<file path="src/rtl/hazard_pkg.sv">
// hazard_pkg: shared types and constants for the pipeline hazard scoreboard.
package hazard_pkg;
    localparam int SB_ADDR_W = 4;
    localparam int FWD_RF = 0;
    typedef struct packed {
        logic                 valid;
        logic                 wb_en;
        logic [SB_ADDR_W-1:0] dest;
        logic                 mem_read;
    } sb_entry_t;
endpackage

</file>
<file path="src/rtl/hazard_scoreboard_if.sv">
// hazard_scoreboard_if: ID-stage request and stall/forwarding response bundle.
interface hazard_scoreboard_if #(
    parameter int REG_ADDR_W = 4,
    parameter int DEPTH      = 2,
    parameter int CNT_W      = 16
);
    localparam int SEL_W = $clog2(DEPTH + 1);
    logic                  id_valid;
    logic [REG_ADDR_W-1:0] src_1;
    logic [REG_ADDR_W-1:0] src_2;
    logic                  two_src;
    logic                  id_wb_en;
    logic [REG_ADDR_W-1:0] id_dest;
    logic                  id_mem_read;
    logic                  freeze;
    logic                  flush;
    logic                  hazard_detected;
    logic [SEL_W-1:0]      fwd_sel_1;
    logic [SEL_W-1:0]      fwd_sel_2;
    logic [CNT_W-1:0]      stall_count;
    modport master (
        output id_valid, src_1, src_2, two_src, id_wb_en, id_dest, id_mem_read, freeze, flush,
        input  hazard_detected, fwd_sel_1, fwd_sel_2, stall_count
    );
    modport slave (
        input  id_valid, src_1, src_2, two_src, id_wb_en, id_dest, id_mem_read, freeze, flush,
        output hazard_detected, fwd_sel_1, fwd_sel_2, stall_count
    );
endinterface

</file>
<file path="src/rtl/hazard_scoreboard_sb_match.sv">
// sb_match: finds the youngest in-flight entry writing a given source register.
module sb_match
    import hazard_pkg::*;
#(
    parameter int DEPTH = 2,
    parameter int KW    = 1
) (
    input  logic [SB_ADDR_W-1:0] src_i,
    input  logic                 en_i,
    input  sb_entry_t            ent_i [DEPTH],
    output logic                 any_o,
    output logic [KW-1:0]        k_o,
    output logic                 load_o
);
    // Scan oldest to youngest so the lowest matching stage wins.
    always_comb begin
        any_o  = 1'b0;
        k_o    = '0;
        load_o = 1'b0;
        for (int k = DEPTH - 1; k >= 0; k--) begin
            if (en_i && ent_i[k].valid && ent_i[k].wb_en && ent_i[k].dest == src_i) begin
                any_o  = 1'b1;
                k_o    = KW'(k);
                load_o = ent_i[k].mem_read;
            end
        end
    end
endmodule

</file>
<file path="src/rtl/hazard_scoreboard.sv">
// hazard_scoreboard: in-flight writeback tracker raising ID stalls and counting them.
// Define FORWARDING_EN to stall only on load-use and drive EXE forwarding selects.
module hazard_scoreboard
    import hazard_pkg::*;
#(
    parameter int REG_ADDR_W = SB_ADDR_W,
    parameter int DEPTH      = 2,
    parameter int CNT_W      = 16
) (
    input logic               clk,
    input logic               rst,
    hazard_scoreboard_if.slave sb
);
    localparam int KW    = DEPTH > 1 ? $clog2(DEPTH) : 1;
    localparam int SEL_W = $clog2(DEPTH + 1);
    sb_entry_t        ent_q [DEPTH];
    sb_entry_t        ent_d [DEPTH];
    logic [CNT_W-1:0] cnt_q, cnt_d;
    logic             any_1, any_2, ld_1, ld_2, hz;
    logic [KW-1:0]    k_1, k_2;
    sb_match #(.DEPTH(DEPTH), .KW(KW)) u_match_1 (
        .src_i(sb.src_1), .en_i(1'b1), .ent_i(ent_q),
        .any_o(any_1), .k_o(k_1), .load_o(ld_1)
    );
    sb_match #(.DEPTH(DEPTH), .KW(KW)) u_match_2 (
        .src_i(sb.src_2), .en_i(sb.two_src), .ent_i(ent_q),
        .any_o(any_2), .k_o(k_2), .load_o(ld_2)
    );
`ifdef FORWARDING_EN
    assign hz = sb.id_valid & ((any_1 & (k_1 == '0) & ld_1) | (any_2 & (k_2 == '0) & ld_2));
    assign sb.fwd_sel_1 = any_1 ? SEL_W'(k_1) + SEL_W'(1) : SEL_W'(FWD_RF);
    assign sb.fwd_sel_2 = any_2 ? SEL_W'(k_2) + SEL_W'(1) : SEL_W'(FWD_RF);
`else
    logic unused_fwd;
    assign unused_fwd = ^{k_1, k_2, ld_1, ld_2};
    assign hz = sb.id_valid & (any_1 | any_2);
    assign sb.fwd_sel_1 = SEL_W'(FWD_RF);
    assign sb.fwd_sel_2 = SEL_W'(FWD_RF);
`endif
    assign sb.hazard_detected = hz;
    assign sb.stall_count     = cnt_q;
    // A stalled ID instruction becomes a bubble; flush then wins over freeze.
    always_comb begin
        ent_d[0] = sb.freeze ? ent_q[0] :
                   sb_entry_t'{valid: sb.id_valid & ~hz, wb_en: sb.id_wb_en,
                               dest: sb.id_dest, mem_read: sb.id_mem_read};
        for (int k = 1; k < DEPTH; k++)
            ent_d[k] = sb.freeze ? ent_q[k] : ent_q[k-1];
        for (int k = 0; k < DEPTH; k++)
            if (sb.flush) ent_d[k].valid = 1'b0;
        cnt_d = (hz & ~sb.freeze & ~sb.flush & ~&cnt_q) ? cnt_q + CNT_W'(1) : cnt_q;
    end
    always_ff @(posedge clk or posedge rst) begin
        if (rst) begin
            ent_q <= '{default: '0};
            cnt_q <= '0;
        end else begin
            ent_q <= ent_d;
            cnt_q <= cnt_d;
        end
    end
endmodule

</file>
<file path="src/flat_wrapper.sv">
// flat-port wrapper written by rule: the top's interface ports become plain ports
module hazard_scoreboard_flat import hazard_pkg::*;
#(
    parameter int REG_ADDR_W = SB_ADDR_W,
    parameter int DEPTH      = 2,
    parameter int CNT_W      = 16
)
  (clk, rst, sb_id_valid, sb_src_1, sb_src_2, sb_two_src, sb_id_wb_en, sb_id_dest, sb_id_mem_read, sb_freeze, sb_flush, sb_hazard_detected, sb_fwd_sel_1, sb_fwd_sel_2, sb_stall_count);
  hazard_scoreboard_if #(.REG_ADDR_W(REG_ADDR_W), .DEPTH(DEPTH), .CNT_W(CNT_W)) sb_i ();
  input logic clk;
  input logic rst;
  input wire logic [$bits(sb_i.id_valid)-1:0] sb_id_valid;
  input wire logic [$bits(sb_i.src_1)-1:0] sb_src_1;
  input wire logic [$bits(sb_i.src_2)-1:0] sb_src_2;
  input wire logic [$bits(sb_i.two_src)-1:0] sb_two_src;
  input wire logic [$bits(sb_i.id_wb_en)-1:0] sb_id_wb_en;
  input wire logic [$bits(sb_i.id_dest)-1:0] sb_id_dest;
  input wire logic [$bits(sb_i.id_mem_read)-1:0] sb_id_mem_read;
  input wire logic [$bits(sb_i.freeze)-1:0] sb_freeze;
  input wire logic [$bits(sb_i.flush)-1:0] sb_flush;
  output wire logic [$bits(sb_i.hazard_detected)-1:0] sb_hazard_detected;
  output wire logic [$bits(sb_i.fwd_sel_1)-1:0] sb_fwd_sel_1;
  output wire logic [$bits(sb_i.fwd_sel_2)-1:0] sb_fwd_sel_2;
  output wire logic [$bits(sb_i.stall_count)-1:0] sb_stall_count;
  assign sb_i.id_valid = sb_id_valid;
  assign sb_i.src_1 = sb_src_1;
  assign sb_i.src_2 = sb_src_2;
  assign sb_i.two_src = sb_two_src;
  assign sb_i.id_wb_en = sb_id_wb_en;
  assign sb_i.id_dest = sb_id_dest;
  assign sb_i.id_mem_read = sb_id_mem_read;
  assign sb_i.freeze = sb_freeze;
  assign sb_i.flush = sb_flush;
  assign sb_hazard_detected = sb_i.hazard_detected;
  assign sb_fwd_sel_1 = sb_i.fwd_sel_1;
  assign sb_fwd_sel_2 = sb_i.fwd_sel_2;
  assign sb_stall_count = sb_i.stall_count;
  hazard_scoreboard #(.REG_ADDR_W(REG_ADDR_W), .DEPTH(DEPTH), .CNT_W(CNT_W)) u_core (.clk(clk), .rst(rst), .sb(sb_i));
endmodule
</file>
<file path="config.mk">
export PLATFORM = sky130hd
export DESIGN_NAME = hazard_scoreboard_flat
export DESIGN_NICKNAME = d
export VERILOG_FILES = /design/src/rtl/hazard_pkg.sv /design/src/rtl/hazard_scoreboard_if.sv /design/src/rtl/hazard_scoreboard_sb_match.sv /design/src/rtl/hazard_scoreboard.sv /design/src/flat_wrapper.sv
export SDC_FILE = /design/constraint.sdc
export NUM_CORES = 1
export LEC_CHECK = 0
export CORE_MARGIN = 5
export CORE_UTILIZATION = 40
export CTS_CLUSTER_SIZE = 14
export DETAILED_ROUTE_END_ITERATION = 10
export HOLD_SLACK_MARGIN = 0.06
export PLACE_DENSITY = 0.68
export SYNTH_ARGS = -nofsm -noshare
export SYNTH_HDL_FRONTEND = slang
export SYNTH_SLANG_ARGS = --single-unit
</file>
<file path="constraint.sdc">
create_clock -name clk -period 6.1 [get_ports clk]
set_clock_uncertainty 0.05 [all_clocks]
set_input_delay 1.22 -clock clk [delete_from_list [all_inputs] [get_ports clk]]
set_output_delay 1.22 -clock clk [all_outputs]
set_load 0.005 [all_outputs]
</file>
==> results.yml <==
status:
  run_status: "finished, final reports clean"
global_routing:
  antenna_found_initial: 0
  grt_pass1_vias: 1156
  grt_max_degree: 29
  grt_pass1_wl_um: 5290
  grt_usage: 0.124
  grt-ovfl-total: 0
setup_path:
  crit_type: "input pin to output port"
  worstPathRequired_ns: 4.83
  r2r_cells: 8
  r2r_end: "u_core.sb.stall_count[11]"
  crit_fanout: 17
  worstSetupEndpoint: "sb_hazard_detected"
  regToRegStartpoint: "u_core.sb.stall_count[0]"
  crit_arrival_ns: 3.26
  start_kind: "input pin"
  rrSetupSlack_ns: 3.88
  setup.worst_path.start: "sb_src_2[1]"
  endpoint_kind: "output port"
synth:
  synth_area_sq_mm: 0.00154
  synth_top_family_by_area: "simple AND/OR/NAND/NOR gates"
  async_flop_share: 1.00
  syn_inst: 135
  postSynthAreaPerCell_sq_um: 11.4
  yosysWarnings: 0
  ys_seq_area_frac: 0.454
  synth_mux_area_frac: 0.0867
  synth-simple-area-share: 0.198
  synth_adder_area_share: 0.00810
  synth_compound_area_frac: 0.0292
  synth_cell_type_count: 35
  ys.flop_type: "dfrtp_1"
  ys_ff_latch: 28
  synth_xor_area_frac: 0.176
  synth_edf_count: 0
worst_hold_path:
  min_path_type: "flop to flop"
drt:
  drt_iter0_markers: 41
  wire_per_inst_um: 14.3
  route.detailed.drc: 0
  via_count: 1132
  first_pass_iters: 4
  routed_via_density: 5.17
  ant_nets: 0
  wl_um: 3140
placement:
  place.port_buffers: 35
  gp_congestion: 0.851
  dp.cells: 215
  place.detailed.hpwl_um: 2350
power:
  leakage_nw: 0.827
  power.density_mw_per_mm2: 187
  vdd_drop_max_mv: 0.0744
sta:
  maxClockFrequency_ghz: 0.221
  fin_crit_sh: 0.743
  rsz0062_at_grt: "false"
  final.setup.tns_ns: 0
  finalSetupViolations: 0
  slew_headroom: 0.305
  hold_viol: 0
  worst_pin_slew_ns: 1.04
  maxSlewViolCount: 0
  post-route-min-period_ns: 4.53
floorplan:
  die_h_um: 72.1
  core-area_sq_mm: 0.00369
  row_count: 22
  die_area_sq_mm: 0.00520
  ios: 41
  dieWidth_um: 72.1
  start_util: 0.419
cts:
  tritoncts: "built"
  root_buffer: "clkbuf_8"
  cts_buffers: 3
  clock_latency_ns: 0.27
  cts.reportedPaths.clkPinSlew_ns: 0.09
  clockBufferDepth: 2
  htree_num_levels: 1
  cts-resized-gates: 0
  cts_hold_buf: 0
  cts.sinks: 28
  post_cts_buffers: 0
cells_and_area:
  antenna_cells: 0
  layoutNonFillerInstCount: 219
  syn_to_final_growth_pct: 27.7
  layout.nets: 193
  drive_above_1_share: 0.175
job:
  max-cap-violations: 0
sequential cells by signal, indices dropped and copies added, names as in the netlist:
signal and flops:
u_core.sb.stall_count 16, u_core.ent_q 12
through the flow:
| step | hold slack [ns] | power (mW) | setup WS, ns | area, sq um | util |
|---|---|---|---|---|---|
| after floorplan | 0.438 | 0.240 | 2.67 | 1560 | - |
| after global placement | 0.446 | 0.260 | 1.61 | 1920 | 0.520 |
| after detailed placement | 0.459 | 0.261 | 1.59 | 1920 | 0.520 |
| after CTS | 0.479 | 0.372 | 1.55 | 1970 | 0.535 |
| after global routing | 0.497 | 0.386 | 1.43 | 1970 | 0.535 |
| final | 0.465 | 0.368 | 1.57 | 1970 | 0.535 |
how the worst min path moves through the flow:
stage / depth (start not counted) / from / to / slack (ns)
floorplan: 1 / u_core.sb.stall_count[14] / u_core.sb.stall_count[14] / 0.44
global placement: 1 / u_core.sb.stall_count[14] / u_core.sb.stall_count[14] / 0.45
detailed placement: 1 / u_core.sb.stall_count[7] / u_core.sb.stall_count[7] / 0.46
CTS: 1 / u_core.sb.stall_count[14] / u_core.sb.stall_count[14] / 0.48
global route: 1 / u_core.sb.stall_count[7] / u_core.sb.stall_count[7] / 0.50
finish: 1 / u_core.sb.stall_count[14] / u_core.sb.stall_count[14] / 0.46
per-layer routing:
layer | vias to the layer above | global-route usage | wire, um
met1 | 552 | 0.171 | 1400
met3 | 2 | 0.0346 | 276
met4 | 0 | 0.0313 | 9
li1 | 539 | - | -
met2 | 39 | 0.192 | 1450
met5 | - | 0 | 0
logic make-up after synthesis:
family / Yosys count
other: 1
AO/OA/AOI/OAI: 4
flip-flops: 28
multiplexers: 12
adder cells (fa/ha/maj): 1
AND/OR/NAND/NOR: 47
XOR/XNOR: 31
buffers and inverters: 11
Yosys cell counts (all sizes together), types with 2 or more instances:
master / count / area share
buf: 7 / 0.036
nand4: 4 / 0.016
and4: 2 / 0.015
or3: 2 / 0.0097
nor4: 4 / 0.016
dfrtp: 28 / 0.45
or4: 4 / 0.022
inv: 4 / 0.0097
nand3: 7 / 0.026
mux2: 11 / 0.080
nor3: 4 / 0.016
nand2: 5 / 0.012
and3: 3 / 0.016
xnor2: 11 / 0.062
nor3b: 3 / 0.015
nor2: 5 / 0.012
xor2: 20 / 0.11
worst max-delay path, stage by stage:
cell             delay [ns]
clkdlybuf4s50_1        0.52
xnor2_1                0.14
nand4_1                0.12
o41ai_1                0.33
nor3_2                 0.09
buf_4                  0.21
nor2b_1                0.12
clkdlybuf4s50_1        0.51
report_power, final:
part	total [mW]	internal, mW	switching [mW]
sequential	0.206	0.195	0.0111
clock	0.111	0.0576	0.0537
combinational	0.0504	0.0298	0.0206
layout make-up:
| cell class | instances | area (sq um) |
|---|---|---|
| sequential | 28 | 701 |
| timing repair buffer | 36 | 358 |
| inverter | 4 | 15.0 |
| fill | 334 | 1720 |
| multi-input combinational | 99 | 783 |
| tap | 48 | 60.1 |
| clock buffer | 4 | 55.1 |
placed cells by master, fill, tap and decap left out, types with 3 or more instances in the layout:
cell type,Yosys,final
clkdlybuf4s50_1,0,35
dfrtp_1,28,28
xor2_1,20,20
mux2_2,11,11
xnor2_1,11,11
nand3_1,6,6
nand2_1,5,5
nor2_1,5,5
nand4_1,4,4
nor4_1,4,4
inv_1,4,4
conb_1,1,4
clkbuf_8,0,4
nor3_1,3,3
or4_1,3,3
nor3b_1,3,3
Power figures use the tool's default switching activity.
